--- src/rtl/cei_mochila_pkg.sv ---
// Shared encodings for the safe-mode boot wrapper: FSM states, redundancy
// modes and the active-hart mask decode.
package cei_mochila_pkg;

    typedef enum logic [2:0] {
        ST_IDLE       = 3'd0,
        ST_BOOT       = 3'd1,
        ST_RUN        = 3'd2,
        ST_WAIT_SLEEP = 3'd3,
        ST_DONE       = 3'd4,
        ST_ERROR      = 3'd5
    } cb_state_e;

    typedef enum logic [1:0] {
        CFG_TMR    = 2'd0,
        CFG_DMR    = 2'd1,
        CFG_SINGLE = 2'd2
    } safe_cfg_e;

    localparam int unsigned CB_NHARTS = 3;

    // Zero or multi-hot master selects fall back to hart 0.
    function automatic logic [2:0] cb_master_norm(input logic [2:0] master);
        logic [2:0] m;
        case (master)
            3'b001, 3'b010, 3'b100: m = master;
            default:                m = 3'b001;
        endcase
        return m;
    endfunction

    // DMR pairs the master with hart (m+1) mod 3, i.e. a one-hot rotate left.
    function automatic logic [2:0] cb_active_mask(input logic [2:0] master,
                                                  input logic       safe_mode,
                                                  input logic [1:0] cfg);
        logic [2:0] m;
        logic [2:0] mask;
        m = cb_master_norm(master);
        mask = m;
        if (safe_mode) begin
            case (cfg)
                CFG_TMR: mask = 3'b111;
                CFG_DMR: mask = m | {m[1:0], m[2]};
                default: mask = m;
            endcase
        end
        return mask;
    endfunction

endpackage

--- src/rtl/cb_safe_timeout_cnt.sv ---
// WAIT_SLEEP dwell counter: cleared while idle, counts up while enabled and
// flags expiry once it reaches TIMEOUT_CYCLES-1.
module cb_safe_timeout_cnt #(
    parameter int unsigned TIMEOUT_CYCLES = 1024
) (
    input  logic clk_i,
    input  logic rst_i,
    input  logic clear_i,
    input  logic enable_i,
    output logic expired_o
);

    localparam int unsigned CW = (TIMEOUT_CYCLES > 2) ? $clog2(TIMEOUT_CYCLES) : 1;
    localparam logic [CW-1:0] LAST = CW'(TIMEOUT_CYCLES - 1);

    logic [CW-1:0] r_cnt;
    logic          w_at_last;

    assign w_at_last = (r_cnt == LAST);
    assign expired_o = w_at_last;

    // Saturates at LAST so expiry stays asserted if the owner lingers.
    always_ff @(posedge clk_i or posedge rst_i) begin
        if (rst_i) begin
            r_cnt <= '0;
        end else if (clear_i) begin
            r_cnt <= '0;
        end else if (enable_i && !w_at_last) begin
            r_cnt <= r_cnt + CW'(1);
        end
    end

endmodule

--- src/rtl/cb_safe_wrapper_seq.sv ---
// Launch sequencer for redundant (TMR/DMR/single) hart execution: boots the
// selected harts, waits for software completion and sleep, reports done/error.
module cb_safe_wrapper_seq
    import cei_mochila_pkg::*;
#(
    parameter int unsigned NHARTS         = 3,
    parameter int unsigned TIMEOUT_CYCLES = 1024
) (
    input  logic              clk_i,
    input  logic              rst_i,
    input  logic              start_i,
    input  logic [2:0]        master_core_i,
    input  logic              safe_mode_i,
    input  logic [1:0]        safe_configuration_i,
    input  logic              critical_section_i,
    input  logic [31:0]       boot_addr_i,
    input  logic              sw_done_i,
    input  logic [NHARTS-1:0] sleep_i,
    output logic [NHARTS-1:0] fetch_enable_o,
    output logic [31:0]       core_boot_addr_o,
    output logic [NHARTS-1:0] active_harts_o,
    output logic              end_sw_o,
    output logic              busy_o,
    output logic              error_o
);

    cb_state_e         r_state;
    cb_state_e         w_state_nxt;
    logic              r_start_d;
    logic              r_armed;
    logic              r_pend;
    logic [31:0]       r_boot_addr;
    logic [NHARTS-1:0] r_active;
    logic              w_start_rise;
    logic              w_sw_req;
    logic              w_all_asleep;
    logic              w_expired;
    logic              w_in_wait;

    // r_armed blocks a start_i held high across reset release from reading as an edge.
    assign w_start_rise = start_i && !r_start_d && r_armed;
    assign w_sw_req     = (sw_done_i || r_pend) && !critical_section_i;
    assign w_all_asleep = ((sleep_i & r_active) == r_active);
    assign w_in_wait    = (r_state == ST_WAIT_SLEEP);

    cb_safe_timeout_cnt #(
        .TIMEOUT_CYCLES(TIMEOUT_CYCLES)
    ) u_timeout (
        .clk_i    (clk_i),
        .rst_i    (rst_i),
        .clear_i  (!w_in_wait),
        .enable_i (w_in_wait),
        .expired_o(w_expired)
    );

    always_comb begin
        w_state_nxt = r_state;
        case (r_state)
            ST_IDLE: begin
                if (w_start_rise) w_state_nxt = ST_BOOT;
            end
            ST_BOOT: begin
                w_state_nxt = start_i ? ST_RUN : ST_IDLE;
            end
            ST_RUN: begin
                if (!start_i)      w_state_nxt = ST_IDLE;
                else if (w_sw_req) w_state_nxt = ST_WAIT_SLEEP;
            end
            ST_WAIT_SLEEP: begin
                if (!start_i)          w_state_nxt = ST_IDLE;
                else if (w_all_asleep) w_state_nxt = ST_DONE;
                else if (w_expired)    w_state_nxt = ST_ERROR;
            end
            ST_DONE, ST_ERROR: begin
                if (!start_i) w_state_nxt = ST_IDLE;
            end
            default: w_state_nxt = ST_IDLE;
        endcase
    end

    always_ff @(posedge clk_i or posedge rst_i) begin
        if (rst_i) begin
            r_state   <= ST_IDLE;
            r_start_d <= 1'b0;
            r_armed   <= 1'b0;
        end else begin
            r_state   <= w_state_nxt;
            r_start_d <= start_i;
            r_armed   <= 1'b1;
        end
    end

    // Pending completion survives a critical section but never outlives RUN.
    always_ff @(posedge clk_i or posedge rst_i) begin
        if (rst_i) begin
            r_pend <= 1'b0;
        end else if (w_state_nxt != ST_RUN) begin
            r_pend <= 1'b0;
        end else if (r_state == ST_RUN && sw_done_i && critical_section_i) begin
            r_pend <= 1'b1;
        end
    end

    always_ff @(posedge clk_i or posedge rst_i) begin
        if (rst_i) begin
            r_boot_addr <= '0;
            r_active    <= '0;
        end else if (r_state == ST_IDLE && w_start_rise) begin
            r_boot_addr <= boot_addr_i;
            r_active    <= cb_active_mask(master_core_i, safe_mode_i, safe_configuration_i);
        end
    end

    assign fetch_enable_o   = (r_state == ST_RUN || r_state == ST_WAIT_SLEEP) ? r_active : '0;
    assign core_boot_addr_o = r_boot_addr;
    assign active_harts_o   = r_active;
    assign end_sw_o         = (r_state == ST_DONE);
    assign busy_o           = (r_state != ST_IDLE);
    assign error_o          = (r_state == ST_ERROR);

endmodule

--- config.mk ---
export PLATFORM = sky130hd
export DESIGN_NAME = cb_safe_wrapper_seq
export DESIGN_NICKNAME = d
export VERILOG_FILES = /design/src/rtl/cei_mochila_pkg.sv /design/src/rtl/cb_safe_timeout_cnt.sv /design/src/rtl/cb_safe_wrapper_seq.sv
export SDC_FILE = /design/constraint.sdc
export NUM_CORES = 1
export LEC_CHECK = 0
export ABC_AREA = 1
export CORE_ASPECT_RATIO = 0.6
export CORE_MARGIN = 2
export CORE_UTILIZATION = 40
export DETAILED_ROUTE_END_ITERATION = 8
export GPL_TIMING_DRIVEN = 0
export PLACE_DENSITY = 0.75
export SYNTH_ARGS = -nofsm -noshare
export SYNTH_HDL_FRONTEND = slang
export SYNTH_SLANG_ARGS = --single-unit
--- constraint.sdc ---
create_clock -name clk_i -period 1.6 [get_ports clk_i]
set_input_delay 0.32 -clock clk_i [delete_from_list [all_inputs] [get_ports clk_i]]
set_output_delay 0.32 -clock clk_i [all_outputs]
set_load 0.005 [all_outputs]
## Word-level counts from Yosys, hierarchy flattened

Cells that the tools add are included.

- Flip-flop bits (word level): 51
- Logic and storage cells: 59
- Output and inout port bits: 41
- Input bits: 46

- Add/sub/neg operators: 1
- Eq/ne operators: 13
- Reduce and logical (&&, ||, !) cells: 18
- Muxes and demuxes: 18
- Bitwise operators: 2

Operators with widths:

| cell | number |
|---|---|
| $mux W3 | 11 |
| $mux W10 | 2 |
| $pmux W3 S5 | 1 |
| $add A10 B1 Y10 const B | 1 |
| $eq A10 B10 Y1 const B | 1 |
| $eq A3 B2 Y1 const B | 3 |
| $eq A3 B3 Y1 const B | 3 |
| $logic_and A1 B1 Y1 | 7 |
| $eq A3 B1 Y1 const B | 2 |
| $pmux W3 S2 | 1 |
| $and A3 B3 Y3 | 1 |
| $eq A3 B3 Y1 | 1 |
| $logic_not A1 Y1 | 3 |
| $logic_not A3 Y1 | 1 |
| $ne A3 B2 Y1 const B | 1 |
| $or A3 B3 Y3 | 1 |
| $reduce_bool A3 Y1 | 1 |
| $reduce_or A3 Y1 | 1 |
| $eq A2 B1 Y1 const B | 1 |
| $logic_not A2 Y1 | 1 |
| $logic_or A1 B1 Y1 | 2 |
| $mux W1 | 2 |
| $mux W2 | 1 |
| $ne A2 B2 Y1 const B | 1 |
| other kinds (2) | 2 |

## Logic depth before layout (Yosys ltp)

Gate-level depths: netlist of run 1.

- Word-level depth: 8
- Depth in mapped cells: 8
- Mapped depth without buffers: 8

## Cells and area by module

From an unflattened synthesis of run 1, not the netlist that was laid out.

- Cells, all modules: 323
- Area, all modules: 2527.4 µm²

By module, submodules not included:

| module | seq. area each (µm²) | cells an instance | times used | area each (µm²) |
|---|---|---|---|---|
| cb_safe_wrapper_seq | 1026.0 | 231 | 1 | 1868.0 |
| cb_safe_timeout_cnt | 250.2 | 92 | 1 | 659.4 |

## Least setup slack after synthesis of run 1

No wires, ideal clock.

- Kind: flip-flop to flip-flop
- From: register u_timeout.r_cnt[0]
- To: register r_pend
- Cell stages (with the launch flop): 9
- Buffers on the path: 0
- Setup slack: 0.252 ns
- Data arrival time: 1.230 ns
- Library setup time: 0.118 ns
- Cells stage by stage: dfrtp_1 ha_1 nand2_1 nor2_2 nand3_4 nand3_1 nand2_1 nand3_1 nor3_2

- Cells in the longest elaborated chain, start to end: 7

Ends and longest elaborated chain:

| item | line | RTL |
|---|---|---|
| start, declared | cb_safe_timeout_cnt.sv:16 | `logic [CW-1:0] r_cnt;` |
| start signal, assigned | cb_safe_timeout_cnt.sv:29 | `r_cnt <= r_cnt + CW'(1);` |
| $eq A10 B10 Y1 (*) | cb_safe_timeout_cnt.sv:19 | `assign w_at_last = (r_cnt == LAST);` |
| $mux W3 (*) | cb_safe_wrapper_seq.sv:72 | `else if (w_expired) w_state_nxt = ST_ERROR;` |
| $mux W3 (*) | cb_safe_wrapper_seq.sv:71 | `else if (w_all_asleep) w_state_nxt = ST_DONE;` |
| $mux W3 (*) | cb_safe_wrapper_seq.sv:70 | `if (!start_i) w_state_nxt = ST_IDLE;` |
| $pmux W3 S5 (*) | cb_safe_wrapper_seq.sv:58 | `case (r_state)` |
| $ne A3 B2 Y1 (*) | cb_safe_wrapper_seq.sv:97 | `end else if (w_state_nxt != ST_RUN) begin` |
| $mux W1 / $reduce_bool A2 Y1 (equally long branches) | -- |  |
| end signal, assigned | cb_safe_wrapper_seq.sv:96 | `r_pend <= 1'b0;` |
| end signal, assigned | cb_safe_wrapper_seq.sv:98 | `r_pend <= 1'b0;` |
| end signal, assigned | cb_safe_wrapper_seq.sv:100 | `r_pend <= 1'b1;` |
| end, declared | cb_safe_wrapper_seq.sv:31 | `logic r_pend;` |

Every way passes the cells marked *; elsewhere a longest branch is shown, timed or not.
A chain may end at the register's enable or synchronous reset.

## Worst setup path in the final report of run 1

- From: register r_state[2]
- To: output end_sw_o

- Cells in the longest elaborated chain, start to end: 1

Ends and longest elaborated chain:

| item | line | RTL |
|---|---|---|
| start, declared | cb_safe_wrapper_seq.sv:27 | `cb_state_e r_state;` |
| start signal, assigned | cb_safe_wrapper_seq.sv:87 | `r_state <= w_state_nxt;` |
| $eq A3 B3 Y1 | cb_safe_wrapper_seq.sv:117 | `assign end_sw_o = (r_state == ST_DONE);` |
| end, declared | cb_safe_wrapper_seq.sv:22 | `output logic end_sw_o,` |

Every way passes these cells.

==> results.json, run 1 <==
{
  "avgViaCountPerCell": 4.507,
  "port_buffers": 86,
  "p_sw_mw": 0.9044,
  "synth_cells": 284,
  "cts_hold_buf": 0,
  "async_flop_share_pct": 100.0,
  "antenna_found_initial": 0,
  "setup_violations": 1,
  "synth.most_common_cell": "nand2_1",
  "yosysWarnings": 0,
  "wirelength_um": 5558,
  "coreArea_sq_um": 6001,
  "post-place-ws_ps": -194.7,
  "period_needed_ps": 1608,
  "rows": 22,
  "path_cells": "inv_4 -> buf_6 -> buf_6 -> nor3_2 -> buf_2",
  "area.sequential_sq_um": 1277,
  "nets": 433,
  "cts_buffers": 5,
  "place_congestion": 0.8382,
  "cts_max_path_buffers": 2,
  "grt_max_degree": 34,
  "max_freq_mhz": 621.9,
  "cts.sinks": 51,
  "power.internal_mw": 2.596,
  "htreeDepth": 2,
  "num_vias": 2123,
  "slew_viol_final": 0,
  "drive_above_1_share_pct": 20.93,
  "clkTransAtPathRegs_ps": 90,
  "start_kind": "flop",
  "area_growth_pct": 47.98,
  "ys_seq_area_share_pct": 52.17,
  "cp_slowest_cell": "dfrtp_1",
  "netSwitchingFraction_pct": 25.84,
  "die_h_um": 64.58,
  "finalWorstSetupSlack_ps": -7.869,
  "status": "finished, violations left",
  "synth_area_leader_cell": "dfrtp_1",
  "synth_commonest_cells": "99 x nand2_1, 51 x dfrtp_1, 32 x nand2_2",
  "hold_viol_final": 0,
  "overflow": 0,
  "initial_core_util_pct": 40.76,
  "syn_area_sq_um": 2446,
  "path_class": "reg2out",
  "place_area_sq_um": 3432,
  "synth-seq-cells": 51,
  "rsz0062_at_grt": "true",
  "peakVddDrop_mv": 0.3977,
  "worst_clock_skew_ps": 6.595,
  "instances_no_fill": 471,
  "die_w_um": 105.0,
  "cp_max_fo": 2,
  "avgSynthCellArea_sq_um": 8.613,
  "leakage_nw": 1.742,
  "stdcell_area_sq_um": 3620,
  "seqPwrFrac_pct": 46.2,
  "multiInputGateArea_sq_um": 997.2,
  "fillCellCount": 554,
  "synth_edf_count": 0,
  "drt_iter0_drc": 68,
  "drtPass1Iterations": 4,
  "power_density_nw_per_um2": 967.0,
  "cp.arrival_ps": 1290,
  "clkPwrFrac_pct": 26.5,
  "ios": 87,
  "max_cap_violations": 0,
  "die_area_sq_um": 6777,
  "ant_nets": 0,
  "syn_nets": 331,
  "max_stage_delay_ps": 420,
  "clock_latency_ps": 300,
  "period_share_pct": 100.5,
  "dp_cells": 455,
  "setup.worst_path.end_class": "output pin",
  "n_antenna_cell": 0,
  "routedWlPerCell_um": 11.80,
  "drc": 0,
  "synth.area.top_cells": "dfrtp_1 52%, nand2_1 15%, nand2_2 8.2%, nor2_1 3.4%, inv_1 2.8%",
  "failed_checks": "setup timing",
  "grt_usage_pct": 16.89,
  "synth_cell_types": 30,
  "root_buffer": "clkbuf_8",
  "required_ps": 1280,
  "grt_pass1_vias": 1940,
  "ys.flop_type": "dfrtp_1",
  "netlist.area_leader.share_pct": 52.17,
  "hold_path_class": "in2async",
  "cp_common_cell": "buf_6",
  "power_frac_comb_pct": 27.3,
  "place_hpwl_um": 4113,
  "cts_tree": "built",
  "grt_pass1_wl_um": 9087
}
[worst max-delay path: cells and delay by family (launching register included)]
family        cells  cell delay (ps)
simple gates      1              150
buf+inv           4              430
flops             1              420
[timing repair]
item	4_1_cts	5_1_grt
pin swaps	0	1
gates resized for setup	16	9
buffers inserted	6	2
setup endpoints to repair	6	18
[routing by layer]
layer,track usage [%],up-vias,share of wire [%]
li1,-,1077,-
met1,23.40,988,50
met2,26.38,53,44
met3,4.225,5,5.2
met4,5.000,0,1.0
met5,0,-,0
[logic make-up after synthesis]
family / synth area share (%)
buffers and inverters: 7.775
XOR/XNOR: 1.074
AO/OA/AOI/OAI: 3.580
other: 0.1533
flip-flops: 52.17
AND/OR/NAND/NOR: 34.73
adder cells (fa/ha/maj): 0.5114
[sequential cells by signal, summed over array words and instances (netlist names)]
| register | flops |
|---|---|
| r_state | 3 |
| core_boot_addr_o | 32 |
| r_armed | 1 |
| active_harts_o | 3 |
| r_start_d | 1 |
| u_timeout.r_cnt | 10 |
| r_pend | 1 |
[power groups by stage]
stage	Combinational, mW	Clock, mW	Sequential, mW
2_1_floorplan	0.295	0	1.65
5_1_grt	1.05	1.01	1.64
3_5_place_dp	0.947	0	1.64
4_1_cts	0.951	0.954	1.62
3_3_place_gp	0.917	0	1.64
6_report	0.957	0.927	1.62
[stage by stage]
| step | power (mW) | setup TNS [ps] | util (%) | hold slack, ps |
|---|---|---|---|---|
| after detailed placement | 2.590 | -5163 | 57.19 | 457.6 |
| after global placement | 2.557 | -55130 | 56.86 | 452.3 |
| after floorplan | 1.950 | 0 | - | 351.4 |
| final | 3.500 | -7.869 | 60.32 | 337.7 |
| after CTS | 3.524 | -6.814 | 59.67 | 345.2 |
| after global routing | 3.695 | -100.7 | 60.32 | 369.8 |
[path summary, 6_finish.rpt]
path	cells after the start	startpoint	slack, ps	endpoint
min in group clk_i	2	core_boot_addr_o[8]$_DFFE_PP0P_	470	core_boot_addr_o[8]$_DFFE_PP0P_
min	2	rst_i	340	u_timeout.r_cnt[3]$_DFFE_PP0P_
max reg2reg	9	r_state[2]$_DFF_PP0_	110	core_boot_addr_o[9]$_DFFE_PP0P_
min reg2reg	2	core_boot_addr_o[8]$_DFFE_PP0P_	470	core_boot_addr_o[8]$_DFFE_PP0P_
max	5	r_state[2]$_DFF_PP0_	-8	end_sw_o
max in group asynchronous	3	rst_i	740	core_boot_addr_o[27]$_DFFE_PP0P_
[placed cells by master, fill, tap and decap left out, types with 3 or more instances in the layout]
cell	n
a31oi_1	3
nand3_1	12
a21oi_1	3
o21ai_0	5
buf_12	4
buf_4	6
nor2_2	4
inv_1	17
dfrtp_1	50
clkdlybuf4s50_1	80
nor2_4	3
buf_2	6
nand2_2	32
nand2_1	99
clkbuf_8	6
nor2_1	19
buf_6	4
inv_2	6
o21ai_1	3
[area by class of cell]
cell class / count / area share (%)
buffer: 8 / 2.696
clock buffer: 6 / 2.281
clock inverter: 2 / 0.9679
inverter: 24 / 2.558
multi-input combinational: 201 / 27.55
sequential: 51 / 35.29
tap: 84 / 2.904
timing repair buffer: 95 / 25.75
No activity file was read; power rests on OpenSTA's default activity.
==> run 2, diff against run 1 <==
- CORE_MARGIN: 2 -> unset
- clock period: 1.6 -> 1.3 ns (I/O delays scaled with it)
==> run 2 against run 1 <==
Compared with the run above: highest routed layer unchanged; final cell count grew 6.6%; the flow still finishes with violations (setup timing); register-to-register slack lost 300 ps; global-route usage grew 6.1 points; worst setup slack lost 180 ps; hold slack lost 5.2 ps; via count grew 14%; clock power grew 5.3%; clock-buffer cell count grew 1.
==> results.json, run 2 (same netlist as run 1, synthesis figures left out) <==
{
  "netSwitchingFraction_pct": 30.68,
  "rows": 21,
  "place_area_sq_um": 3416,
  "largest_register_ff_count": 32,
  "p_sw_mw": 1.363,
  "setup.worst_path.end_class": "flop",
  "grt_usage_pct": 22.97,
  "grt_max_degree": 52,
  "area_growth_pct": 77.03,
  "stdcell_area_sq_um": 4330,
  "holdPathStages": 1,
  "overflow": 0,
  "required_ps": 1510,
  "reg2reg_to": "core_boot_addr_o[21]$_DFFE_PP0P_",
  "ant_nets": 0,
  "rsz0062_at_grt": "true",
  "cts.sinks": 51,
  "peakVddDrop_mv": 0.6701,
  "status": "finished, violations left",
  "grt_pass1_vias": 2358,
  "hold_path_class": "in2reg",
  "ff2ff_path_depth": 9,
  "max_freq_mhz": 670.1,
  "cp.arrival_ps": 1700,
  "leakage_nw": 2.113,
  "drc": 0,
  "hold_end": "r_start_d$_DFF_PP0_",
  "grt_pass1_wl_um": 11310,
  "wirelength_um": 8147,
  "clock_latency_ps": 310,
  "die_h_um": 62.58,
  "die_area_sq_um": 6442,
  "failed_checks": "setup timing",
  "clkTransAtPathRegs_ps": 90,
  "num_vias": 2427,
  "seqPwrFrac_pct": 45.8,
  "period_needed_ps": 1492,
  "start_kind": "flop",
  "cts_hold_buf": 0,
  "clkPwrFrac_pct": 22.0,
  "ios": 87,
  "period_share_pct": 114.8,
  "htreeDepth": 2,
  "worst_hold_slack_ps": 332.5,
  "nets": 468,
  "mostFrequentLayoutCell": "nand2_2",
  "worst_clock_skew_ps": 9.590,
  "cts_max_path_buffers": 2,
  "post-place-ws_ps": -422.3,
  "worst_slew_pin_slew_ps": 609.7,
  "avgViaCountPerCell": 4.835,
  "port_buffers": 86,
  "die_w_um": 103.0,
  "setup_violations": 52,
  "root_buffer": "clkbuf_8",
  "place_hpwl_um": 4367,
  "initial_core_util_pct": 42.70,
  "drive_above_1_share_pct": 43.84,
  "n_antenna_cell": 0,
  "regToRegSetupSlack_ps": -190,
  "finalWorstSetupSlack_ps": -192.4,
  "cp_max_fo": 7,
  "maxSlewHeadroom_pct": 59.26,
  "power_frac_comb_pct": 32.2,
  "routedWlPerCell_um": 16.23,
  "place_congestion": 0.8574,
  "power.internal_mw": 3.081,
  "layout_common_cells": "59 x nand2_2, 58 x nand2_1, 50 x dfrtp_1",
  "power_density_nw_per_um2": 1026,
  "hold_viol_final": 0,
  "r2r-start": "r_state[2]$_DFF_PP0_",
  "path_class": "reg2reg",
  "cts_buffers": 5,
  "slew_viol_final": 0,
  "max_cap_violations": 0,
  "cts_tree": "built",
  "coreArea_sq_um": 5728,
  "drt_iter0_drc": 102,
  "drtPass1Iterations": 4,
  "min_from": "start_i",
  "antenna_found_initial": 0
}
run 2: how the worst max path moves through the flow:
stage               slack, ps                          endpoint  cells after the start                           start
floorplan                 -10                r_pend$_DFFE_PP0P_                      8  u_timeout.r_cnt[0]$_DFFE_PP0P_
global placement         -390  core_boot_addr_o[26]$_DFFE_PP0P_                      9                         start_i
CTS                      -190                           error_o                      5            r_state[1]$_DFF_PP0_
global route             -250   core_boot_addr_o[2]$_DFFE_PP0P_                     10            r_state[2]$_DFF_PP0_
finish                   -190  core_boot_addr_o[21]$_DFFE_PP0P_                      9            r_state[2]$_DFF_PP0_
detailed placement       -420  core_boot_addr_o[15]$_DFFE_PP0P_                      9                         start_i
run 2: critical path, stage by stage, from the launching register on:
cell,delay [ps]
dfrtp_1,420
inv_4,110
buf_6,130
nand3_4,90
nor2_4,140
buf_6,150
clkinv_8,80
buf_16,160
nand2_4,60
nand2_2,50
run 2: area by class of cell:
type                       instances  area [sq um]
fill                             397          1398
multi-input combinational        201          1328
sequential                        51          1277
timing repair buffer             129          1270
buffer                             8         131.4
inverter                          24         121.4
tap                               80         100.1
clock buffer                       7         86.33
clock inverter                     1         8.758
timing repair inverter             1         7.507
run 2: per-stage QoR:
step                setup TNS (ps)  util, %  power, mW  std cells
floorplan                   -14.93        -      2.400        284
global placement            -28040    59.63      3.156        450
detailed placement          -29540    59.63      3.186        450
CTS                          -3772    70.27      4.223        495
global route                 -9997    75.60      4.687        502
finish                       -7469    75.60      4.444        502
run 2: timing repair:
item                                    4_1_cts  5_1_grt
setup buffers                                31        7
resized for setup                           132       81
endpoints found under the setup margin       86      109
gates cloned                                  6        1
pin swaps                                    20       22
hold endpoints to repair                      0        0
run 2: power by group through the flow:
| stage | Clock (mW) | Sequential [mW] | Combinational (mW) |
|---|---|---|---|
| 2_1_floorplan | 0 | 2.04 | 0.363 |
| 4_1_cts | 0.989 | 1.99 | 1.24 |
| 3_3_place_gp | 0 | 2.01 | 1.14 |
| 6_report | 0.976 | 2.04 | 1.43 |
| 5_1_grt | 1.07 | 2.06 | 1.56 |
| 3_5_place_dp | 0 | 2.02 | 1.17 |
run 2: metal layers:
metal,vias up,global-route usage [%],share of wire [%]
met4,0,5.810,1.2
li1,1151,-,-
met3,11,5.593,6.8
met5,-,0,0
met1,1176,32.03,44
met2,89,35.83,48
